**config.mk**
```make
export PLATFORM = sky130hd
export DESIGN_NAME = wb_stage
export DESIGN_NICKNAME = d
export VERILOG_FILES = /design/src/rtl/wb_stage.sv
export SDC_FILE = /design/constraint.sdc
export NUM_CORES = 2
export LEC_CHECK = 0
export BUFFER_PORTS_ARGS = -buffer_cell sky130_fd_sc_hd__clkbuf_2
export CORE_MARGIN = 2
export CORE_UTILIZATION = 46
export DETAILED_ROUTE_END_ITERATION = 7
export GPL_ROUTABILITY_DRIVEN = 0
export MAX_ROUTING_LAYER = met4
export SLEW_MARGIN = 0
export SYNTH_ARGS = -nofsm -noshare
export SYNTH_HDL_FRONTEND = slang
export SYNTH_SLANG_ARGS = --single-unit
```
**constraint.sdc**
```tcl
create_clock -name clk -period 3.75 [get_ports clk]
set_input_delay 0.1875 -clock clk [delete_from_list [all_inputs] [get_ports clk]]
set_output_delay 0.1875 -clock clk [all_outputs]
set_load 0.05 [all_outputs]
```
**src/rtl/wb_stage.sv**
```systemverilog
// MIPS32 write-back stage: owns the 32x32 register file, commits RR/RM/LOAD results,
// and tracks the sticky HALTED flag and retired count. Same-cycle write-through bypass under `WB_BYPASS_EN.
module wb_stage #(
  parameter int CNT_W = 32
) (
  input  logic             clk,
  input  logic             rst,
  input  logic [2:0]       type_i,
  input  logic [31:0]      ir_i,
  input  logic [31:0]      aluout_i,
  input  logic [31:0]      lmd_i,
  input  logic             taken_branch_i,
  input  logic [4:0]       rs_addr_i,
  input  logic [4:0]       rt_addr_i,
  output logic [31:0]      rs_data_o,
  output logic [31:0]      rt_data_o,
  output logic             wb_en_o,
  output logic [4:0]       wb_addr_o,
  output logic [31:0]      wb_data_o,
  output logic             halted_o,
  output logic [CNT_W-1:0] retired_o
);

  localparam logic [2:0] T_RR     = 3'b000;
  localparam logic [2:0] T_RM     = 3'b001;
  localparam logic [2:0] T_LOAD   = 3'b010;
  localparam logic [2:0] T_HALT   = 3'b101;

  logic [31:0]      rf_q [32];
  logic             halted_q, halted_d;
  logic [CNT_W-1:0] retired_q, retired_d;

  logic             live;
  logic [4:0]       dest;
  logic [31:0]      value;
  logic             wr_en;

  function automatic logic [CNT_W-1:0] sat_inc(input logic [CNT_W-1:0] v);
    return (&v) ? v : v + CNT_W'(1);
  endfunction

  function automatic logic [31:0] read_port(input logic [4:0] addr);
    logic [31:0] r;
    r = (addr == 5'd0) ? 32'd0 : rf_q[addr];
`ifdef WB_BYPASS_EN
    if (wr_en && (addr == dest)) r = value;
`endif
    return r;
  endfunction

  always_comb begin
    live  = !halted_q && !taken_branch_i && (type_i <= T_HALT);
    dest  = (type_i == T_RR) ? ir_i[15:11] : ir_i[20:16];
    value = (type_i == T_LOAD) ? lmd_i : aluout_i;
    wr_en = live && (type_i == T_RR || type_i == T_RM || type_i == T_LOAD) && (dest != 5'd0);
  end

  always_comb begin
    halted_d  = halted_q;
    retired_d = retired_q;
    if (live) begin
      retired_d = sat_inc(retired_q);
      if (type_i == T_HALT) halted_d = 1'b1;
    end
  end

  always_ff @(posedge clk) begin
    if (rst) begin
      halted_q  <= 1'b0;
      retired_q <= '0;
    end else begin
      halted_q  <= halted_d;
      retired_q <= retired_d;
    end
  end

  // Register file; a write presented during reset is dropped.
  always_ff @(posedge clk) begin
    if (rst) begin
      for (int i = 0; i < 32; i++) rf_q[i] <= 32'd0;
    end else if (wr_en) begin
      rf_q[dest] <= value;
    end
  end

  assign wb_en_o   = wr_en;
  assign wb_addr_o = wr_en ? dest : 5'd0;
  assign wb_data_o = wr_en ? value : 32'd0;
  assign rs_data_o = read_port(rs_addr_i);
  assign rt_data_o = read_port(rt_addr_i);
  assign halted_o  = halted_q;
  assign retired_o = retired_q;

endmodule

```
==> results.toml <==
[route]
antenna_left = 0
drt-total-wl_mm = 163.8
viasPerCell = 6.388
vias = 35290
drt_first_iter_violations = 4404
firstDrtPassIters = 5
drc = 0
drt-wirelength-per-cell_um = 29.65

[clock_tree]
cts_max_path_buffers = 3
cts-root-buf = "clkbuf_16"
clkSlewWorstSetupHoldPaths_ps = 60
h-tree-depth = 3
clock_latency_ps = 700
numCtsBuffers = 110
clock_sinks = 1057
cts_tree = "done"
cts-resized-gates = 0

[power_and_ir_drop]
vdd_drop_max_v = 0.0003694
pwr-share-comb_pct = 12.1
p_sw_mw = 7.014
p_int_mw = 21.00
switching_share_pct = 25.04
power.density_mw_per_mm2 = 455.6
power_mw = 28.01
power.share.clock_pct = 40.0
p_seq_share_pct = 47.8
p_leak_nw = 22.86

[finish]
drive_gt1_share_pct = 29.65
syn_to_final_growth_pct = 15.15
fillers = 9287
layout_common_cells = "nor2_1 (1046), edfxtp_1 (1024), mux4_2 (512), clkbuf_2 (217), buf_4 (169)"
fin_nets = 4026
layout_commonest_cell = "nor2_1"
seqCellArea_mm2 = 0.03141
final_area_mm2 = 0.06148
multi_input_area_mm2 = 0.02105
final_cell_count_no_fill = 5524

[yosys]
synth_edf_count = 1024
yosysWarnings = 0
synth-async-reset-ratio_pct = 0
yosys.cell_types.count = 52
syn_area_mm2 = 0.05339
synth_area_leaders = "edfxtp_1 (58%), mux4_2 (22%), nor2_1 (7.4%), clkbuf_1 (2.3%), mux2i_1 (1.9%)"
ys_seq_area_share_pct = 58.83
syn_inst = 3713
ys.flop_type = "edfxtp_1"
yosysTopAreaCell = "edfxtp_1"
syn_avg_cell_area_um2 = 14.38
synth_top_area_share_pct = 57.59
synth_seq_cells = 1057

[grt]
grt_overflow = 0
grt_pass1_vias = 34380
antenna_found_initial = 7
grt_max_degree = 66
grt_use_total_pct = 28.48
grt_pass1_wl_mm = 236.5

[critical_path]
critPathRequiredTime_ps = 3560
start_kind = "input port"
critPathMaxFanout = 19
end_kind = "output port"
r2r_slack_ps = 1050
critPathKind = "input port to output port"
cp.arrival_ps = 2880

[placement]
numPortBuffers = 224
dp_cells = 5287
placed_area_mm2 = 0.05755
dp_hpwl_mm = 107.1

[sta]
post-route-min-period_ps = 3064
rsz0062_at_grt = "false"
setup_viol = 0
clock_skew_ps = 22.78
slew_violations = 0
hold_viol = 0
timing.final.crit_share_pct = 81.70
hold-worst-slack_ps = 25.29
max_freq_mhz = 326.4
relSlewSlack_pct = 29.57
setup_tns_ps = 0
tightest_slew_ps = 1050

[floorplanning]
std_cell_rows = 124
die_w_um = 344.7
die_area_mm2 = 0.1188
dieHeight_um = 344.7
core_region_area_mm2 = 0.1147
io_pins = 247
start_util_pct = 46.57

[flow_run]
max-cap-violations = 0

[worst_hold_path]
min_path_type = "input port to flop"

[status]
status = "complete, no violations"
## synth_stat cells (all sizes together), types with 25 or more instances
| cell type | instances |
|---|---|
| or3 | 25 |
| o22ai | 64 |
| clkbuf | 334 |
| a22oi | 128 |
| mux2i | 101 |
| nand2 | 58 |
| dfxtp | 33 |
| a21oi | 35 |
| nand2b | 33 |
| buf | 65 |
| edfxtp | 1024 |
| a31oi | 66 |
| nor2 | 1050 |
| a211o | 65 |
| mux4 | 512 |
## layer usage
metal / GRT usage [%] / part of all wire, % / up-vias
met3: 4.694 / 9.8 / 226
met5: - / 0 / -
met1: 39.18 / 39 / 18460
met4: 8.623 / 2.9 / 0
li1: - / - / 14820
met2: 43.93 / 48 / 1780
## power groups by stage
stage | clock network [mW] | registers [mW] | logic [mW]
3_3_place_gp | 0 | 13.6 | 3.33
4_1_cts | 11.3 | 13.4 | 3.38
6_report | 11.2 | 13.4 | 3.40
3_5_place_dp | 0 | 13.6 | 3.35
2_1_floorplan | 0 | 13.6 | 2.10
5_1_grt | 11.8 | 13.4 | 3.53
## critical path, stage by stage
cell and delay [ps]:
buf_2 410, buf_4 300, buf_4 340, nor4b_2 100, buf_4 250, a211o_1 350
a31oi_1 520, clkbuf_2 390
## cells by family (layout without fill, tap and decap cells)
kind of cell / count (synthesis) / after routing / synth area share [%]
buffers and inverters: 404 / 664 / 2.993
AND/OR/NAND/NOR: 1240 / 1240 / 9.440
other: 1 / 40 / 0.007024
AO/OA/AOI/OAI: 394 / 394 / 5.156
flip-flops: 1057 / 1057 / 58.83
XOR/XNOR: 1 / 1 / 0.01641
multiplexers: 615 / 615 / 23.53
adder cells (fa/ha/maj): 1 / 1 / 0.02343
## layout make-up
class / count / area share [%]
antenna: 8 / 0.03256
sequential: 1057 / 51.09
clock inverter: 62 / 1.075
inverter: 5 / 0.03053
multi-input combinational: 2283 / 34.23
clock buffer: 141 / 4.854
tap: 1512 / 3.077
timing repair buffer: 456 / 5.605
## path summary, 6_finish.rpt
path                                            startpoint                         end  cells after the start
worst max-delay path                          rt_addr_i[2]               rt_data_o[17]                      8
worst min-delay path                             lmd_i[13]  rf_q[14][13]$_SDFFCE_PN0P_                      3
worst max register to register       halted_o$_SDFFE_PP0P_   rf_q[17][6]$_SDFFCE_PN0P_                      7
worst min register to register  retired_o[19]$_SDFFE_PP0P_  retired_o[19]$_SDFFE_PP0P_                      2
## timing repair
item	in CTS	in global routing
hold buffers	26	0
setup endpoints to repair	0	0
hold endpoints to repair	83	0
setup buffers	0	0
## registers in the layout, summed over array words and instances, names as in the netlist
signal,cells
rf_q,1024
halted_o,1
retired_o,32
## through the flow
step / util (%) / setup slack, ps
3_3_place_gp: 50.20 / 789.5
3_5_place_dp: 50.20 / 772.6
5_1_grt: 53.62 / 646.1
4_1_cts: 53.60 / 710.8
6_report: 53.62 / 686.1
2_1_floorplan: - / 773.2
Note: power is estimated with default switching activity, not from simulation.
